==> src/rtl/cond_logic.sv <==
// Conditional-execution unit: evaluates the instruction condition against the
// registered NZCV flags and gates the decoder's write strobes and flag updates.
module cond_logic #(
  parameter logic [3:0] FLAGS_INIT = 4'b0000
) (
  input  logic       clk,
  input  logic       reset,
  input  logic [3:0] Cond,
  input  logic [3:0] ALUFlags,
  input  logic [1:0] FlagW,
  input  logic       PCS,
  input  logic       RegW,
  input  logic       MemW,
  input  logic       NoWrite,
  input  logic       Stall,
  input  logic       Flush,
  output logic       PCSrc,
  output logic       RegWrite,
  output logic       MemWrite,
  output logic       CondEx,
  output logic [3:0] Flags
);

  logic [3:0] r_flags;
  logic       w_condex;
  logic       w_valid;

  function automatic logic cond_pass(input logic [3:0] cond, input logic [3:0] nzcv);
    logic n, z, c, v;
    logic res;
    {n, z, c, v} = nzcv;
    case (cond)
      4'b0000: res = z;
      4'b0001: res = !z;
      4'b0010: res = c;
      4'b0011: res = !c;
      4'b0100: res = n;
      4'b0101: res = !n;
      4'b0110: res = v;
      4'b0111: res = !v;
      4'b1000: res = c & !z;
      4'b1001: res = !c | z;
      4'b1010: res = (n == v);
      4'b1011: res = (n != v);
      4'b1100: res = !z & (n == v);
      4'b1101: res = z | (n != v);
      4'b1110: res = 1'b1;
      default: res = 1'b0;
    endcase
    return res;
  endfunction

  // Condition is judged on the pre-edge flags; no bypass of this cycle's ALUFlags.
  assign w_condex = cond_pass(Cond, r_flags);
  assign w_valid  = w_condex & !Stall & !Flush & reset;

  assign CondEx   = w_condex;
  assign PCSrc    = PCS & w_valid;
  assign RegWrite = RegW & !NoWrite & w_valid;
  assign MemWrite = MemW & w_valid;
  assign Flags    = r_flags;

  // N,Z and C,V halves are written independently.
  always_ff @(posedge clk or negedge reset) begin
    if (!reset) begin
      r_flags <= FLAGS_INIT;
    end else if (w_valid) begin
      if (FlagW[1]) r_flags[3:2] <= ALUFlags[3:2];
      if (FlagW[0]) r_flags[1:0] <= ALUFlags[1:0];
    end
  end

endmodule

==> config.mk <==
export PLATFORM = sky130hd
export DESIGN_NAME = cond_logic
export DESIGN_NICKNAME = d
export VERILOG_FILES = /design/src/rtl/cond_logic.sv
export SDC_FILE = /design/constraint.sdc
export NUM_CORES = 1
export LEC_CHECK = 0
export CAP_MARGIN = 20
export CORE_AREA = 2 2 39 41
export CTS_CLUSTER_SIZE = 14
export DETAILED_ROUTE_END_ITERATION = 10
export DIE_AREA = 0 0 41 43
export GPL_ROUTABILITY_DRIVEN = 0
export PLACE_DENSITY_LB_ADDON = 0.25
export SLEW_MARGIN = 10
export SYNTH_ARGS = -nofsm -noshare
export SYNTH_HDL_FRONTEND = slang
export SYNTH_SLANG_ARGS = --single-unit
==> constraint.sdc <==
create_clock -name clk -period 4.39 [get_ports clk]
set_input_delay 0.439 -clock clk [delete_from_list [all_inputs] [get_ports clk]]
set_output_delay 0.439 -clock clk [all_outputs]
set_load 0.01 [all_outputs]
==> metrics.md <==
| Metric | Value |
|---|---|
| Run status | completed |
| Slew margin rel. | 63.81% |
| Crit. End Element | output port |
| CTS Sinks | 4 |
| Reg area | 100.1 um^2 |
| Routed WL | 1.065 mm |
| Initial antenna violation count | 0 |
| Sequential area share after synthesis | between 20 and 25% |
| Placement Cell Area | 703.2 um^2 |
| Design area | 725.7 um^2 |
| Gr ovfl total | 0 |
| Root Driver | clkbuf_4 |
| Worst min path class | input port to async pin |
| Int Pwr | 150.9 uW |
| Post-Syn Nets | 67 |
| Total number of vias | 454 |
| Sw frac | about a third |
| Most frequent cell on the critical path | clkdlybuf4s50_1 |
| Routed length per instance | 11.70 um |
| Clock-pin slew on the worst setup and hold paths | ~0.04 ns |
| Yosys warns | 0 |
| # hold bufs at CTS | 0 |
| Fin Hold WS | approximately 0.42 ns |
| Max incr delay on CP | 0.66 ns |
| Switch Pwr | 77.58 uW |
| Synth unique cells | 25 |
| Worst Path Arrival | around 2.8 ns |
| Final Max Slew Viols | 0 |
| Max reg flops | 4 |
| Detailed Place HPWL | 845.9 um |
| P&R area growth vs syn | 60.66% |
| # port buffers | 25 |
| Setup CP Type | input port to output port |
| 1st-pass router iterations | 2 |
| Synth top area cells | dfrtp_1, mux2_1, xor2_1 |
| Final nets | 95 |
| Commonest non-fill, non-tap cell in the layout | clkdlybuf4s50_1 |
| Combinational Power Share | 51.3% |
| ANT cells | 0 |
| Crit-path max FO | 10 |
| CP Cell Sequence | clkdlybuf4s50_1, xor2_1, a221oi_2, o221a_4, o21a_2, nor4bb_2, clkdlybuf4s50_1 |
| Max-Cap Viols | 0 |
| Routing usage on met1 | between 10% and 20% |
| Via count of the first global-routing pass | 402 |
| Row count | 14 |
| Post-synthesis cell count | just under 50 |
| Clock share of power | 19.9% |
| Skew final | 0.001109 ns |
| Largest net degree at the start of global routing | 11 |
| Setup TNS | 0 ns |
| Startpoint types | input port |
| Actual slew at the worst max-slew pin | 0.5418 ns |
| RSZ-0062 raised after global routing | no |
| Max frequency | 0.3110 GHz |
| I/O pin cnt | 26 |
| CTS tree | done |
| Fillcell total | ~130 |
| Die span in x | 41 um |
| Final setup viols | 0 |
| H-tree depth | 1 |
| Clk_lat worst skew | 0.23 ns |
| Die height | 43 um |
| Layout cell share with drive strength beyond 1 | between 10% and 20% |
| Leakage | 0.0002837 uW |
| Most frequent cells in the layout | clkdlybuf4s50_1, nand2_1, nor2_1 |
| Critical Path RT | 3.95 ns |
| Area of the multi-input gates | 321.6 um^2 |
| Power per cell area | 314.9 mW/mm^2 |
| DR iter-0 viols | 5 |
| Grt met3 use | 3.665% |
| Post-Syn Area | 451.7 um^2 |
| GR peak layer | met2 |
| DIE AREA | 0.001763 mm^2 |
| Sequential power share | 28.8% |
| Antenna-violating nets left | 0 |
| Total GRT Usage | 13.51% |
| DRC viols | 0 |
| Flops & latches, synth | 4 |
| Met2 usage | 19.38% |
| Clock buffer depth | 2 |
| First-pass GRT wire length | ~1.6 mm |
| Post-detailed-route via-to-cell ratio | about 5.0 |
| CP max stage cell | clkdlybuf4s50_1 |
| Area share of the largest cell type after synthesis | roughly 22% |
| Post-CTS Setup Repair Bufs | 0 |
| CTS resizes | 0 |
| Final min period | 3.215 ns |
| Fin crit share | about three quarters |
| Core box area | 0.001384 mm^2 |
| Final hold violations | 0 |
| Largest area contributor in the netlist | dfrtp_1 |
| Average cell area after synthesis | 9.218 um^2 |
| Worst vdd ir | 196.8 uV |
| TritonCTS Buffers | 3 |
| Starting Density | 32.64% |
## worst paths after layout
path                       startpoint  depth (start not counted)       end  slack [ns]
max                           Cond[0]                          7  RegWrite        1.17
max in group asynchronous       reset                          1  Flags[1]        3.80
min                             reset                          1  Flags[0]        0.42
max reg2reg                  Flags[3]                          5  Flags[2]        2.61
min in group clk             Flags[1]                          1  Flags[1]        0.56
min reg2reg                  Flags[1]                          1  Flags[1]        0.56
## area by class of cell
type / instances / share of cell area, %
sequential: 4 / 13.79
tap: 16 / 2.759
inverter: 3 / 1.552
clock buffer: 3 / 3.103
multi-input combinational: 40 / 44.31
timing repair buffer: 25 / 34.48
## kinds of logic (layout without fill, tap and decap cells)
group	count (synthesis)	after routing	synth area share, %
multiplexers	6	6	15.23
flip-flops	4	4	22.16
XOR/XNOR	3	3	5.818
AND/OR/NAND/NOR	20	20	24.93
buffers and inverters	5	31	6.648
AO/OA/AOI/OAI	11	11	25.21
## metrics by stage
| stage | total power [uW] | utilization (%) | cells | setup slack [ns] |
|---|---|---|---|---|
| after detailed placement | 184.7 | 50.81 | 88 | 1.160 |
| after global routing | 243.9 | 52.44 | 91 | 1.050 |
| final | 228.5 | 52.44 | 91 | 1.175 |
| after CTS | 232.5 | 52.44 | 91 | 1.156 |
| after global placement | 184.3 | 50.81 | 88 | 1.192 |
| after floorplan | 129.5 | - | 49 | 2.257 |
## routing by layer
metal | vias up | wire length [um]
met4 | 0 | 16
met3 | 2 | 66
met1 | 207 | 516
li1 | 230 | -
met5 | - | 0
met2 | 15 | 466
## critical path, delay by kind of cell
family / cells / cell delay (ns)
buffers and inverters: 2 / 1.23
AO/OA/AOI/OAI: 3 / 0.64
AND/OR/NAND/NOR: 1 / 0.25
XOR/XNOR: 1 / 0.21
## cell usage after synthesis (all sizes together)
cell / number
nand2: 6
nor2: 5
dfrtp: 4
mux2: 4
inv: 3
nor3b: 3
xor2: 3
buf: 2
mux2i: 2
nand3b: 2
o21bai: 2
o22ai: 2
a211oi: 1
a221oi: 1
a2bb2oi: 1
nand2b: 1
nor2b: 1
nor3: 1
nor4bb: 1
o21a: 1
o21ai: 1
o221a: 1
o2bb2ai: 1
## power by group through the flow
stage / Clock, uW / Combinational [uW] / Sequential, uW
3_3_place_gp: 0 / 118 / 66.7
4_1_cts: 48.0 / 119 / 66.0
3_5_place_dp: 0 / 118 / 66.4
6_report: 45.6 / 117 / 65.8
2_1_floorplan: 0 / 60.4 / 69.1
5_1_grt: 49.3 / 126 / 68.5
No activity file was read; power rests on OpenSTA's default activity.
